==> src/rtl/seg7_scan.sv <==
// Time-multiplexed driver for an 8-position common-anode seven-segment display.
// Digits are double-buffered so a new value only appears at a frame boundary.
module seg7_scan #(
   parameter logic [15:0] DIV = 16'd50000
) (
   input  logic       clk,
   input  logic       clr_n,
   input  logic       upd,
   input  logic       ovf,
   input  logic [3:0] d1,
   input  logic [3:0] d2,
   input  logic [3:0] d3,
   input  logic [3:0] d4,
   input  logic [3:0] d5,
   input  logic [3:0] d6,
   output logic [7:0] an,
   output logic [7:0] seg
);

   function automatic logic [6:0] enc7(input logic [3:0] n);
      case (n)
         4'd0:    enc7 = 7'h40;
         4'd1:    enc7 = 7'h79;
         4'd2:    enc7 = 7'h24;
         4'd3:    enc7 = 7'h30;
         4'd4:    enc7 = 7'h19;
         4'd5:    enc7 = 7'h12;
         4'd6:    enc7 = 7'h02;
         4'd7:    enc7 = 7'h78;
         4'd8:    enc7 = 7'h00;
         4'd9:    enc7 = 7'h10;
         default: enc7 = 7'h3F;
      endcase
   endfunction

   // Frame layout: {ovf, d1..d6}; position p digit lives at bits [4p+3:4p].
   function automatic logic [7:0] pos_seg(input logic [24:0] f, input logic [2:0] p);
      logic       blank;
      logic [3:0] dig;
      pos_seg = 8'hFF;
      blank   = ~f[24];
      if (p == 3'd6) begin
         pos_seg = {1'b1, f[24] ? 7'h79 : 7'h7F};
      end else if (p != 3'd7) begin
         // Walk from the most significant digit down; any nonzero nibble ends blanking.
         for (int k = 5; k >= 0; k--) begin
            dig = f[4*k +: 4];
            if (dig != 4'd0) blank = 1'b0;
            if (k == int'(p)) pos_seg = {1'b1, (blank && k != 0) ? 7'h7F : enc7(dig)};
         end
      end
   endfunction

   logic [15:0] cnt;
   logic [2:0]  idx;
   logic        vld_p0;
   logic [24:0] stage_p0;
   logic [24:0] disp_p1;

   logic        tick;
   logic        boundary;
   logic [2:0]  idx_nx;
   logic [24:0] disp_nx;

   always_comb begin
      tick     = (cnt == DIV - 16'd1);
      boundary = tick && (idx == 3'd7);
      idx_nx   = idx + 3'd1;
      disp_nx  = (boundary && vld_p0) ? stage_p0 : disp_p1;
   end

   always_ff @(posedge clk) begin
      if (!clr_n) begin
         cnt      <= '0;
         idx      <= 3'd7;
         vld_p0   <= 1'b0;
         stage_p0 <= '0;
         disp_p1  <= '0;
         an       <= 8'hFF;
         seg      <= 8'hFF;
      end else begin
         cnt <= tick ? 16'd0 : cnt + 16'd1;
         // stage 0: staging register, last strobe before the boundary wins
         if (upd) stage_p0 <= {ovf, d1, d2, d3, d4, d5, d6};
         vld_p0 <= upd | (vld_p0 & ~boundary);
         // stage 1: displayed frame and registered pin drive
         if (tick) begin
            idx     <= idx_nx;
            disp_p1 <= disp_nx;
            an      <= (idx_nx == 3'd7) ? 8'hFF : ~(8'h01 << idx_nx);
            seg     <= pos_seg(disp_nx, idx_nx);
         end
      end
   end

endmodule

==> config.mk <==
export PLATFORM = sky130hd
export DESIGN_NAME = seg7_scan
export DESIGN_NICKNAME = d
export VERILOG_FILES = /design/src/rtl/seg7_scan.sv
export SDC_FILE = /design/constraint.sdc
export NUM_CORES = 1
export LEC_CHECK = 0
export CELL_PAD_IN_SITES_DETAIL_PLACEMENT = 1
export CELL_PAD_IN_SITES_GLOBAL_PLACEMENT = 1
export CORE_UTILIZATION = 50
export CTS_BUF_LIST = sky130_fd_sc_hd__clkbuf_8
export CTS_CLUSTER_SIZE = 28
export DETAILED_ROUTE_END_ITERATION = 10
export PLACE_DENSITY_LB_ADDON = 0.08
export SYNTH_ARGS = -nofsm -noshare
export SYNTH_HDL_FRONTEND = slang
export SYNTH_SLANG_ARGS = --single-unit
==> constraint.sdc <==
create_clock -name clk -period 13.3 [get_ports clk]
set_input_delay 3.325 -clock clk [delete_from_list [all_inputs] [get_ports clk]]
set_output_delay 3.325 -clock clk [all_outputs]
set_load 0.005 [all_outputs]
==> metrics <==
status finished clean; Core ar. approximately 11000 um2; relative slew slack 41.1%; Cell Area, Synth 5500 um2; Via density 6.08; Power Dens Cells 85.7 nW/um2; DIE WIDTH between 100 and 150 um; Cell Rows 37; final HPWL from detailed placement about 11000 um; Cells after Synth 630; fmax approximately 0.20 GHz; Worst R2R Setup Slack 8170 ps; startpoint class of the critical path flop; Total Wirelength 15500 um; Layout area overhead 12.2%; syn avg cell area just under 9 um2; number of DRC markers in iteration 0 245; Tmin final 5130 ps; Sink Count 84; delay of the slowest critical-path stage 590 ps; Overflow after GRT 0; CTS Root Cell clkbuf_8; Peak VDD IR 0.0504 mV; Crit-path slowest cell nor4b_1; Synth warnings 0; final setup vio count 0; WHS Endpoint cnt[0]; #FFs+latches synth 84; Post-CTS Repair Setup Buffers 0; Residual DRC 0; Distinct cells, synth 71; DRT Pass-1 Iters 4; layout cell share with drive strength beyond 1 6.09%; CTS resizes 0; post-synth top area cell dfxtp_1; via count 4825; H-tree depth 3; Hold Fails Final Rpt 0; reg2reg end seg[3]; starting density of the core 52.3%; depth of the most critical reg-to-reg path 15; antenna violations before repair 0; crit end category flop; Placed Cells incl. Taps 777; GP Congestion 0.897; critical path cell sequence ha_1 -> and3_1 -> nand4_4 -> nor2_8 -> buf_4 -> mux2i_1 -> ha_1 -> nor4b_1 -> and2_1 -> nor4_1 -> a41oi_1 -> nor3_1 -> a21boi_0 -> or4_1 -> a21oi_1; hold buffer count at cts 0; worst-skew pair later-pin latency 380 ps; vias in the first global route 5012; CP max FO 51; Max Cap Viol 0; Port Buffer Count 41; Worst-path clk slew 90 ps; hold-critical path depth 1; Async S/R FF share, synth 0%; CTS tree done; Post-synth EDFFs 0; clk buf depth 2; final net count 720; leak pwr about 2.6 nW; top_reg_cell synth dfxtp_1; period utilization 38.6%; RSZ-0062 raised after global routing no; Worst-Margin Slew 884 ps; hold_sp cnt[0]; setup TNS 0 ps; largest net degree at the start of global routing about 70; die height 107 um; diode count 0; crit path kind reg -> reg; final std cells w/o fill 793; skew final 10.2 ps; CTS buffer count 9; synth top area cells dfxtp_1, mux2i_1, ha_1; critical path arrival 5440 ps; Slew Limit Fails 0; Die Area 11400 um2; Reg-to-Reg Start cnt[0]; PnR worst setup slack 8170 ps; DR WL/cell 19.6 um; register area share after synthesis 30.6%; gr usage total 28.4%; Post-Route Utilization between 50% and 60%; Routed Antenna Nets 0; Crit path top cell by count ha_1; type of the tightest min-delay check reg -> reg; first-pass GRT wire length 25300 um; Ports 44; Critical Path RT approximately 14000 ps; Yosys top cell area share 30.6%; Placement Setup Slack 8110 ps
## metal layers
layer / share of wire (%) / wire length [um] / GRT usage, %
met5: 0 / 0 / 0
met4: 2.9 / 457 / 13.4
met3: 3.8 / 594 / 4.01
met2: 48 / 7370 / 47.8
met1: 46 / 7090 / 35.7
## per-stage QoR
stage / hold WS (ps) / total power [mW] / cell area [um2]
final: 460 / 0.529 / 6170
after CTS: 466 / 0.532 / 6170
after global placement: 423 / 0.300 / 5920
after global routing: 484 / 0.545 / 6170
after floorplan: 413 / 0.287 / 5500
after detailed placement: 451 / 0.302 / 5920
## logic make-up after synthesis
kind of cell	Yosys count	share of synthesized area [%]
AO/OA/AOI/OAI	137	16.9
XOR/XNOR	13	2.07
adder cells (fa/ha/maj)	40	9.11
buffers and inverters	62	5.05
flip-flops	84	30.6
multiplexers	62	11.6
other	1	0.0682
AND/OR/NAND/NOR	231	24.6
## worst max-delay path: cells and delay by family, from the launching register on
family,cells,cell delay [ps]
compound gates,3,560
fa+ha+maj,2,490
mux,1,500
simple gates,8,2540
flops,1,370
buf+inv,1,560
## registers in the layout, indices dropped and copies added, names as in the netlist
name      cells
idx           3
vld_p0        1
an            7
disp_p1      25
cnt          16
seg           7
stage_p0     25
## cell usage in the layout, fill, tap and decap left out, types with 3 or more instances in the layout
cell type        netlist  layout
a21oi_1               31      31
mux2i_1               53      53
nand3_1               12      12
xor2_1                 7       7
ha_1                  40      40
a211oi_1              10      10
nor2_1                40      40
a21o_1                 3       3
inv_1                 28      29
and4_1                 5       5
clkdlybuf4s50_1        0      39
nand2b_1               6       6
and2_1                13      13
and3_1                 9       9
a31o_2                 3       3
buf_4                  5       3
a311oi_1               3       3
o21a_1                 3       3
or4_1                  5       5
dfxtp_1               84      84
o32ai_1                3       3
o211ai_1              10      10
o21ai_1                5       5
bufinv_16              0       3
xnor2_1                6       6
clkbuf_8               0      10
nor2b_1               49      49
nor3b_1                6       6
nand2_1               37      37
nor3_1                10      10
o2111ai_1              4       4
nor4_1                 4       4
nor4b_1                3       3
nand4_1               10      10
o21ai_0               25      25
o31ai_1                7       7
a31oi_1                6       6
or3_1                  6       6
nand3b_1               5       5
mux2_2                 5       5
## where the power goes
part	total, mW	internal [mW]	switching (mW)
Sequential	0.264	0.257	0.00692
Clock	0.232	0.130	0.102
Combinational	0.0327	0.0168	0.0159
## how the worst max path moves through the flow
stage,start,to,slack (ps)
floorplan,upd,stage_p0[10],8770
global placement,clr_n,seg[2],8190
detailed placement,clr_n,seg[2],8110
CTS,cnt[0],seg[3],8210
global route,cnt[0],seg[3],7730
finish,cnt[0],seg[3],8170
## cell type report
type / count / area, um2
Clock buffer: 10 / 138
Clock inverter: 6 / 111
Fill cell: 1249 / 4340
Inverter: 28 / 105
Multi-Input combinational cell: 485 / 3540
Sequential cell: 84 / 1680
Tap cell: 136 / 170
Timing Repair Buffer: 44 / 423
## synthesized netlist by cell type (all sizes together), types with 8 or more instances
cell type and instances:
clkbuf 18, buf 16, nand2 38, nand3 12, ha 40, mux2 8, nand4 11, o21ai 30
a21oi 33, nor3 10, inv 28, o211ai 10, nor2 41, and2 13, mux2i 54, and3 9
dfxtp 84, nor2b 49, a211oi 10
No activity file was read; power rests on OpenSTA's default activity.
